<file path="config.mk">
export PLATFORM = sky130hd
export DESIGN_NAME = seq_display
export DESIGN_NICKNAME = d
export VERILOG_FILES = /design/src/rtl/seq_display.sv
export SDC_FILE = /design/constraint.sdc
export NUM_CORES = 1
export LEC_CHECK = 0
export BUFFER_PORTS_ARGS = -buffer_cell sky130_fd_sc_hd__buf_4
export CORE_MARGIN = 4
export CORE_UTILIZATION = 40
export CTS_CLUSTER_SIZE = 16
export DETAILED_ROUTE_END_ITERATION = 7
export REMOVE_ABC_BUFFERS = 1
export SETUP_SLACK_MARGIN = 0.05
export SYNTH_ARGS = -nofsm -noshare
export SYNTH_HDL_FRONTEND = slang
export SYNTH_SLANG_ARGS = --single-unit
</file>
<file path="constraint.sdc">
create_clock -name clk -period 7.1 [get_ports clk]
set_input_delay 2.13 -clock clk [delete_from_list [all_inputs] [get_ports clk]]
set_output_delay 2.13 -clock clk [all_outputs]
set_load 0.005 [all_outputs]
</file>
<file path="src/rtl/seq_display.sv">
// seq_display: builds a pseudo-random five-step one-hot button sequence,
// hands it to the verifier with a one-cycle newSequence strobe, then plays
// the first N steps on the game LEDs and strobes display_done at the end.
// A replay request shows the stored sequence again without regenerating it.
module seq_display #(
  parameter int ON_CYCLES  = 25000000,
  parameter int OFF_CYCLES = 12500000,
  parameter int CNT_W      = 26
) (
  input  logic        clk,
  input  logic        rst,
  input  logic        start,
  input  logic        replay,
  input  logic [2:0]  LVL,
  output logic [19:0] Sequence,
  output logic        newSequence,
  output logic [3:0]  leds,
  output logic        display_done,
  output logic        busy
);

  typedef enum logic [2:0] {
    S_IDLE,
    S_GEN,
    S_LOAD,
    S_SHOW_ON,
    S_SHOW_OFF,
    S_DONE
  } state_t;

  localparam logic [CNT_W-1:0] ON_LAST  = CNT_W'(ON_CYCLES - 1);
  localparam logic [CNT_W-1:0] OFF_LAST = CNT_W'(OFF_CYCLES - 1);
  localparam logic [15:0]      LFSR_SEED = 16'hACE1;

  state_t            state_q, state_d;
  logic [15:0]       lfsr_q, lfsr_d;
  logic [19:0]       seq_q, seq_d;
  logic              new_seq_q, new_seq_d;
  logic [3:0]        leds_q, leds_d;
  logic              done_q, done_d;
  logic              busy_q, busy_d;
  // step_q doubles as the nibble counter while generating; it is back to 0
  // before the display starts.
  logic [2:0]        step_q, step_d;
  logic [2:0]        n_q, n_d;
  logic [CNT_W-1:0]  timer_q, timer_d;
  logic [2:0]        step_nx;

  // Map a 2-bit random value to a one-hot button code.
  function automatic logic [3:0] onehot2(input logic [1:0] sel);
    return 4'b0001 << sel;
  endfunction

  // Extract step k of the sequence; step 0 sits in the top nibble.
  function automatic logic [3:0] nibble_at(input logic [19:0] s, input logic [2:0] k);
    logic [3:0] r;
    case (k)
      3'd0:    r = s[19:16];
      3'd1:    r = s[15:12];
      3'd2:    r = s[11:8];
      3'd3:    r = s[7:4];
      3'd4:    r = s[3:0];
      default: r = 4'b0000;
    endcase
    return r;
  endfunction

  // Number of steps actually shown: at least one, at most the five stored.
  function automatic logic [2:0] clamp_lvl(input logic [2:0] l);
    logic [2:0] r;
    if (l == 3'd0)      r = 3'd1;
    else if (l > 3'd5)  r = 3'd5;
    else                r = l;
    return r;
  endfunction

  assign step_nx = step_q + 3'd1;

  // Next-state and next-output logic; every output is loaded from here.
  always_comb begin
    state_d   = state_q;
    lfsr_d    = {lfsr_q[14:0], lfsr_q[15] ^ lfsr_q[13] ^ lfsr_q[12] ^ lfsr_q[10]};
    seq_d     = seq_q;
    new_seq_d = 1'b0;
    leds_d    = leds_q;
    done_d    = 1'b0;
    busy_d    = busy_q;
    step_d    = step_q;
    n_d       = n_q;
    timer_d   = timer_q;

    case (state_q)
      S_IDLE: begin
        leds_d = 4'b0000;
        busy_d = 1'b0;
        if (start) begin
          state_d = S_GEN;
          busy_d  = 1'b1;
          n_d     = clamp_lvl(LVL);
          step_d  = 3'd0;
        end else if (replay) begin
          state_d = S_SHOW_ON;
          busy_d  = 1'b1;
          n_d     = clamp_lvl(LVL);
          step_d  = 3'd0;
          timer_d = '0;
          leds_d  = nibble_at(seq_q, 3'd0);
        end
      end

      S_GEN: begin
        seq_d = {seq_q[15:0], onehot2(lfsr_q[1:0])};
        if (step_q == 3'd4) begin
          step_d    = 3'd0;
          state_d   = S_LOAD;
          new_seq_d = 1'b1;
        end else begin
          step_d = step_nx;
        end
      end

      S_LOAD: begin
        state_d = S_SHOW_ON;
        timer_d = '0;
        leds_d  = nibble_at(seq_q, 3'd0);
      end

      S_SHOW_ON: begin
        if (timer_q == ON_LAST) begin
          timer_d = '0;
          leds_d  = 4'b0000;
          state_d = S_SHOW_OFF;
        end else begin
          timer_d = timer_q + 1'b1;
        end
      end

      S_SHOW_OFF: begin
        if (timer_q == OFF_LAST) begin
          timer_d = '0;
          if (step_nx < n_q) begin
            step_d  = step_nx;
            leds_d  = nibble_at(seq_q, step_nx);
            state_d = S_SHOW_ON;
          end else begin
            step_d  = 3'd0;
            done_d  = 1'b1;
            state_d = S_DONE;
          end
        end else begin
          timer_d = timer_q + 1'b1;
        end
      end

      S_DONE: begin
        state_d = S_IDLE;
        busy_d  = 1'b0;
        step_d  = 3'd0;
      end

      default: begin
        state_d = S_IDLE;
        busy_d  = 1'b0;
        leds_d  = 4'b0000;
      end
    endcase
  end

  // State and output registers; reset aborts any activity immediately.
  always_ff @(posedge clk or negedge rst) begin
    if (!rst) begin
      state_q   <= S_IDLE;
      lfsr_q    <= LFSR_SEED;
      seq_q     <= 20'h0;
      new_seq_q <= 1'b0;
      leds_q    <= 4'b0000;
      done_q    <= 1'b0;
      busy_q    <= 1'b0;
      step_q    <= 3'd0;
      n_q       <= 3'd1;
      timer_q   <= '0;
    end else begin
      state_q   <= state_d;
      lfsr_q    <= lfsr_d;
      seq_q     <= seq_d;
      new_seq_q <= new_seq_d;
      leds_q    <= leds_d;
      done_q    <= done_d;
      busy_q    <= busy_d;
      step_q    <= step_d;
      n_q       <= n_d;
      timer_q   <= timer_d;
    end
  end

  assign Sequence     = seq_q;
  assign newSequence  = new_seq_q;
  assign leds         = leds_q;
  assign display_done = done_q;
  assign busy         = busy_q;

endmodule

</file>
# Yosys cells after proc, flatten, opt, wreduce, memory -nomap -nowiden
# Index checks and enable logic that the tools add are counted.
[totals]
regBits = 78
output_inout_bits = 27
elab_cells = 88
[op_classes]
add_sub_neg = 2
magnitude_cmp = 2
n_eq_ne = 19
shift = 1
n_mux = 37
n_bitwise = 4
n_reduce_logical = 13
[op_table]
columns = ["operator", "n"]
rows = [
  ["2-to-1 mux 26 bit", 4],
  ["case mux 26 bit (4 select lines)", 1],
  ["2-to-1 mux 3 bit", 15],
  ["case mux 4 bit (5 select lines)", 2],
  ["adder 26 x 1 -> 26 bit, second input constant", 1],
  ["== test 26 x 24 -> 1 bit, second input constant", 1],
  ["== test 26 x 25 -> 1 bit, second input constant", 1],
  ["2-to-1 mux 4 bit", 5],
  ["case mux 3 bit (5 select lines)", 1],
  ["== test 3 x 2 -> 1 bit, second input constant", 4],
  ["== test 3 bit, second input constant", 4],
  ["!= test 2 bit, second input constant", 6],
  ["case mux 3 bit (4 select lines)", 1],
  ["zero test 3 bit", 3],
  ["AND reduction 4 bit", 2],
  ["nonzero test 4 bit", 2],
  ["2-to-1 mux 1 bit", 7],
  ["== test 3 x 1 -> 1 bit, second input constant", 2],
  ["AND reduction 3 bit", 2],
  ["OR reduction 4 bit", 1],
  ["<< shifter 1 x 2 -> 4 bit, first input constant", 1],
  ["adder 3 x 1 -> 3 bit, second input constant", 1],
  ["> comparator 3 bit, second input constant", 1],
  ["< comparator 3 bit", 1],
  ["other kinds (7)", 9],
]

# Longest topological paths before layout
# Gate-level depths: netlist of the first run.
[depth]
word_depth = 6
mapped_depth = 9
ltp_nobuf = 9

# Worst setup path before layout of the first run
# No wires, ideal clock.
[synth_timing]
path_type = "input to register"
from = "input replay"
to = "register timer_q[12]"
setup_time_ps = 138
t_arrival_ps = 3170
slack_ps = 3792
cell_stages = 7
path_buffers = 2
path_cell_list = "nor2b_1 > nor2_1 > nor2_1 > o21a_1 > buf_1 > clkbuf_1 > a31oi_1"
[synth_via]
elab_chain_cells = 2
[synth_lines]
columns = ["element", "line", "rtl"]
rows = [
  ["from (decl)", "13", "input logic replay,"],
  ["!= test 2 bit (no line)", "-", ""],
  ["AND reduction 3 bit (no line)", "-", ""],
  ["to (signal assigned)", "192", "timer_q <= timer_d;"],
  ["to (decl)", "46", "logic [CNT_W-1:0] timer_q, timer_d;"],
]
# Every way passes these cells.
# A chain may end at the register's enable or synchronous reset.

# Worst setup path in the final report of the first run
[layout_timing]
from = "input start"
to = "register timer_q[4]"
[layout_via]
elab_chain_cells = 2
[layout_lines]
columns = ["element", "line", "rtl"]
rows = [
  ["from (decl)", "12", "input logic start,"],
  ["!= test 2 bit (no line)", "-", ""],
  ["AND reduction 3 bit (no line)", "-", ""],
]
# Every way passes these cells.

==> impl_metrics.ini, run 1 <==
[run_status]
run_status = complete, no violations

[placed_design]
io_buffers = 33
gp_congestion = 0.763
dp_cells = 548
dpl.hpwl_um = 5660
dp_worst_setup_slack_ns = 3.52

[setup_path]
cp.required_ns = 7.30
worst-setup-path-type = primary input to flip-flop
end_kind = flip-flop
cp_max_fo = 18
crit_path_start_kind = primary input
critical_path_arrival_ns = 3.36

[power]
pwr_density_cell_nw_per_um2 = 181
total_leakage_power_nw = 2.14
peakVddDrop_v = 0.000112

[timing]
max_slew_margin_pct = 34.9
maxSlewViolCount = 0
clock.fmax_ghz = 0.316
rsz0062_at_grt = no
worst_slack_ns = 3.94
post-route-period-util_pct = 44.6
hold_viol = 0
tightest_slew_ns = 0.977
whs_ns = 0.354
period_needed_ns = 3.16
setup_viol = 0
setup-tns-final_ns = 0
clock_skew_ns = 0.0113

[logic_synthesis]
yosys.area.top_type = dfrtp_1
synth_area_leaders = dfrtp_1 45%, nand2_1 9.2%, dfstp_2 6.1%
synth_ff_type = dfrtp_1
syn_area_um2 = 3860
ys_types = 57
synth_commonest_cells = 95 x nand2_1, 69 x dfrtp_1, 24 x a21oi_1, 21 x a31oi_1, 16 x inv_1
postSynthCellCount = 403
synth_edf_count = 0
netlist.area_leader.share_pct = 44.7
yosysWarnings = 0
synth-seq-cells = 78
yosysSeqAreaShare_pct = 50.8
yosysMostFrequentCell = nand2_1
syn_area_per_cell_um2 = 9.58
async_flop_share_pct = 100

[cells_and_area]
area_growth_pct = 13.5
multi_input_area_um2 = 1740
drive_above_1_share_pct = 17.2
finalNetCount = 444
regArea_um2 = 1960
nFillCells = 915
postLayoutCoreUtil_pct = 47.0
n_antenna_cell = 0
fin_cells = 564

[route]
drc = 0
via_count = 3037
wire_per_inst_um = 14.9
wirelength_um = 8420
viasPerCell = 5.38
drtIter0Drc = 184
firstDrtPassIters = 6
antenna_left = 0

[clock_network]
ctsHoldBuffers = 0
cts_max_level = 3
clockBufferDepth = 2
clk_pin_slew_ns = 0.08
cts_sinks = 78
clk_latency_ns = 0.35
cts_tree = built
cts_setup_buffers = 0
cts-buffers-inserted = 9
ctsResizeCount = 0
root_buffer = clkbuf_8

[run]
maxCapViolCount = 0

[die]
die_w_um = 106
num_rows = 35
pin_count = 34
die_area_um2 = 11300
core-area_um2 = 9330
start_util_pct = 41.4
die_height_um = 106

[global_route]
grt_overflow = 0
antenna_found_initial = 0
gr-usage-all-layers_pct = 15.9
grt_pass1_wl_um = 14400
first_global_vias = 2807
grt_max_degree = 79

[worst_hold_path]
holdCritPathClass = flip-flop to flip-flop
## cell usage in the layout, fill, tap and decap left out, types with 5 or more instances in the layout
master / instances
a31oi_1: 21
nor3_1: 5
a22o_1: 9
inv_1: 16
nand2_1: 95
clkbuf_8: 10
o21ai_0: 15
nand2b_1: 5
a21oi_1: 24
mux2_2: 6
and4_1: 5
dfrtp_1: 69
nand3_1: 9
buf_4: 35
nor2_1: 15
dfstp_2: 9
o31ai_1: 6
nand4_1: 10
ha_1: 7
## critical path: stages
cell and delay [ns]:
buf_4 0.13, nor2b_1 0.13, nor2_1 0.05, nor2_1 0.14, o21a_1 0.60, a31oi_1 0.17
## cell families after synthesis
logic type,after synthesis,share of synthesized area (%)
flops,78,50.8
simple gates,173,22.4
compound gates,98,17.1
xor+xnor,5,1.13
mux,7,2.01
fa+ha+maj,7,2.27
buf+inv,35,4.21
## worst paths after layout
path                                       start                       end  slack (ns)  depth (start not counted)
min reg2reg                  lfsr_q[9]$_DFF_PN0_      lfsr_q[10]$_DFF_PN1_        0.35                          0
min                          lfsr_q[9]$_DFF_PN0_      lfsr_q[10]$_DFF_PN1_        0.35                          0
min in group asynchronous                    rst  Sequence[10]$_DFFE_PN0P_        1.93                          1
max reg2reg                step_q[0]$_DFFE_PN0P_     step_q[2]$_DFFE_PN0P_        4.58                          9
max                                        start    timer_q[4]$_DFFE_PN0P_        3.94                          6
max in group asynchronous                    rst       lfsr_q[4]$_DFF_PN0_        4.54                          1
## power breakdown
part           total (W)  internal, W  leakage (nW)  switching [W]
clock network   0.000337     0.000172        0.0955       0.000165
registers       0.000444     0.000444          1.02              0
logic          0.0000133   0.00000299          1.03      0.0000103
## area by class of cell
class                      instances  share of cell area, %
clock buffer                      11                   3.22
multi-input combinational        290                   39.6
timing repair buffer              35                   5.99
inverter                          16                   1.37
clock inverter                     5                   1.34
tap                              129                   3.68
sequential                        78                   44.8
## registers in the layout, indices dropped and copies added, names as in the netlist
| register | count |
|---|---|
| timer_q | 26 |
| Sequence | 20 |
| lfsr_q | 16 |
| leds | 4 |
| n_q | 3 |
| state_q | 3 |
| step_q | 3 |
| busy | 1 |
| display_done | 1 |
| newSequence | 1 |
## routing by layer
metal	share of wire [%]	routed length, µm	GRT usage (%)	vias to the layer above
li1	-	-	-	1500
met1	48	4030	23.0	1453
met2	45	3820	23.5	79
met3	6.1	510	4.07	5
met4	0.81	68	4.44	0
met5	0	0	0	-
## per-stage QoR
stage          cell area, µm²  power [W]
6_report                 4380   0.000794
3_3_place_gp             4180   0.000467
2_1_floorplan            3760   0.000454
3_5_place_dp             4180   0.000467
4_1_cts                  4380   0.000805
5_1_grt                  4380   0.000829
(Power assumes the default switching activity.)
==> inputs of run 2 (changes only) <==
clock period = 3 ns   (was 7.1 ns; I/O delays follow)
==> impl_metrics.ini, run 2 (synthesized netlist as in run 1, its figures left out) <==
[clock_network]
root_buffer = clkbuf_8
cts-buffers-inserted = 9
cts_sinks = 78
clk_latency_ns = 0.35
cts_tree = built
ctsHoldBuffers = 0
clockBufferDepth = 2
cts_setup_buffers = 0
ctsResizeCount = 0
cts_max_level = 3
clk_pin_slew_ns = 0.09

[setup_path]
cp.required_ns = 3.28
critical_path_arrival_ns = 2.76
r2r_end = step_q[2]$_DFFE_PN0P_
r2r_cells = 9
setup.worst_path.start = step_q[0]$_DFFE_PN0P_
crit_top_cell = ha_1
cpLargestDelayFamily = compound AO/OA/AOI/OAI gates
max_stage_delay_ns = 0.44
path_cells = inv_1, ha_1, ha_1, a21boi_0, o31ai_1, nand3_1, a221oi_2, and3b_1, a221o_1
slowest_stage = dfrtp_1
worstReg2RegStart = step_q[0]$_DFFE_PN0P_
critPathCapture = step_q[2]$_DFFE_PN0P_
crit_buf_inv = 1
end_kind = flip-flop
crit_path_start_kind = flip-flop
r2r_slack_ns = 0.52
cp_max_fo = 6
worst-path-stages = 9
worst-setup-path-type = flip-flop to flip-flop

[global_route]
gr-usage-all-layers_pct = 15.9
grt_max_degree = 47
first_global_vias = 2912
antenna_found_initial = 0
grt_pass1_wl_um = 14500
grt_overflow = 0

[route]
drc = 0
wire_per_inst_um = 14.6
drtIter0Drc = 180
antenna_left = 0
viasPerCell = 5.42
wirelength_um = 8310
firstDrtPassIters = 4
via_count = 3082

[timing]
clock.fmax_ghz = 0.404
maxSlewViolCount = 0
tightest_slew_ns = 0.552
max_slew_margin_pct = 63.2
setup-tns-final_ns = 0
period_needed_ns = 2.48
worst_slack_ns = 0.522
setup_viol = 0
rsz0062_at_grt = no
hold_viol = 0
post-route-period-util_pct = 82.6
clock_skew_ns = 0.0157

[die]
pin_count = 34
die_w_um = 106
die_area_um2 = 11300
num_rows = 35
core-area_um2 = 9330
start_util_pct = 41.4
die_height_um = 106

[power]
p_seq_share_pct = 55.4
netSwitchingFraction_pct = 23.2
peakVddDrop_v = 0.000241
p_comb_share_pct = 1.8
switchingPower_w = 0.000441
pwr-share-clk_pct = 42.8
cellInternalPower_w = 0.00146
total_leakage_power_nw = 2.18
pwr_density_cell_nw_per_um2 = 428

[placed_design]
gp_congestion = 0.748
dp_worst_setup_slack_ns = 0.535
dpl.hpwl_um = 5780
io_buffers = 33

[worst_hold_path]
holdCritPathClass = flip-flop to flip-flop
holdPathStages = 0

[cells_and_area]
largest_reg_flops = 26
drive_above_1_share_pct = 18.4
top_register = timer_q
nFillCells = 895
final_common_cell = nand2_1
n_antenna_cell = 0
final_cell_mix = 95 x nand2_1, 69 x dfrtp_1, 39 x buf_4, 24 x a21oi_1, 21 x a31oi_1
area_growth_pct = 14.9
finalNetCount = 449

[run_status]
run_status = complete, no violations

[run]
maxCapViolCount = 0
run 2: cell count changes in the layout (fill, tap and decap cells not counted):
cell	previous run	this run
inv_6	0	2
inv_8	0	1
buf_12	0	1
clkinvlp_4	2	1
clkbuf_1	1	0
clkbuf_8	10	9
buf_4	35	39
run 2: worst min-delay path by stage:
stage | startpoint | to
3_3_place_gp | lfsr_q[8]$_DFF_PN0_ | lfsr_q[9]$_DFF_PN0_
6_report | lfsr_q[8]$_DFF_PN0_ | lfsr_q[9]$_DFF_PN0_
4_1_cts | lfsr_q[8]$_DFF_PN0_ | lfsr_q[9]$_DFF_PN0_
3_5_place_dp | lfsr_q[3]$_DFF_PN0_ | lfsr_q[4]$_DFF_PN0_
2_1_floorplan | lfsr_q[2]$_DFF_PN0_ | lfsr_q[3]$_DFF_PN0_
5_1_grt | lfsr_q[6]$_DFF_PN1_ | lfsr_q[7]$_DFF_PN1_
run 2: power by group through the flow:
stage	logic, W	registers (W)	clock network [W]
after detailed placement	0.0000367	0.00107	0
after global placement	0.0000366	0.00107	0
after CTS	0.0000369	0.00105	0.000837
after floorplan	0.00000366	0.00107	0
after global routing	0.0000412	0.00105	0.000885
final	0.0000347	0.00105	0.000812
run 2: final cells by class:
class                   instances  area, µm²  area share, %
flip-flops and latches         78       1960           44.2
multi-input cells             290       1740           39.1
repair buffers                 40        313           7.05
well taps                     129        161           3.64
clock buffers                   9        124           2.79
clock inverters                 7       80.1           1.80
inverters                      16       60.1           1.35
run 2: per-stage QoR:
stage	hold WS [ns]	utilization, %	instances	cell area, µm²	power [W]
6_report	0.353	47.6	569	4440	0.00190
5_1_grt	0.366	47.6	569	4440	0.00198
4_1_cts	0.356	47.6	569	4440	0.00193
3_5_place_dp	0.337	45.4	553	4230	0.00111
3_3_place_gp	0.338	45.4	553	4230	0.00111
2_1_floorplan	0.331	-	384	3760	0.00108
run 2: routing by layer:
metal,vias to the layer above,global-route usage (%),part of all wire [%]
li1,1516,-,-
met1,1506,23.2,50
met2,54,23.5,44
met3,6,2.85,4.7
met4,0,5.64,1.1
met5,-,0,0
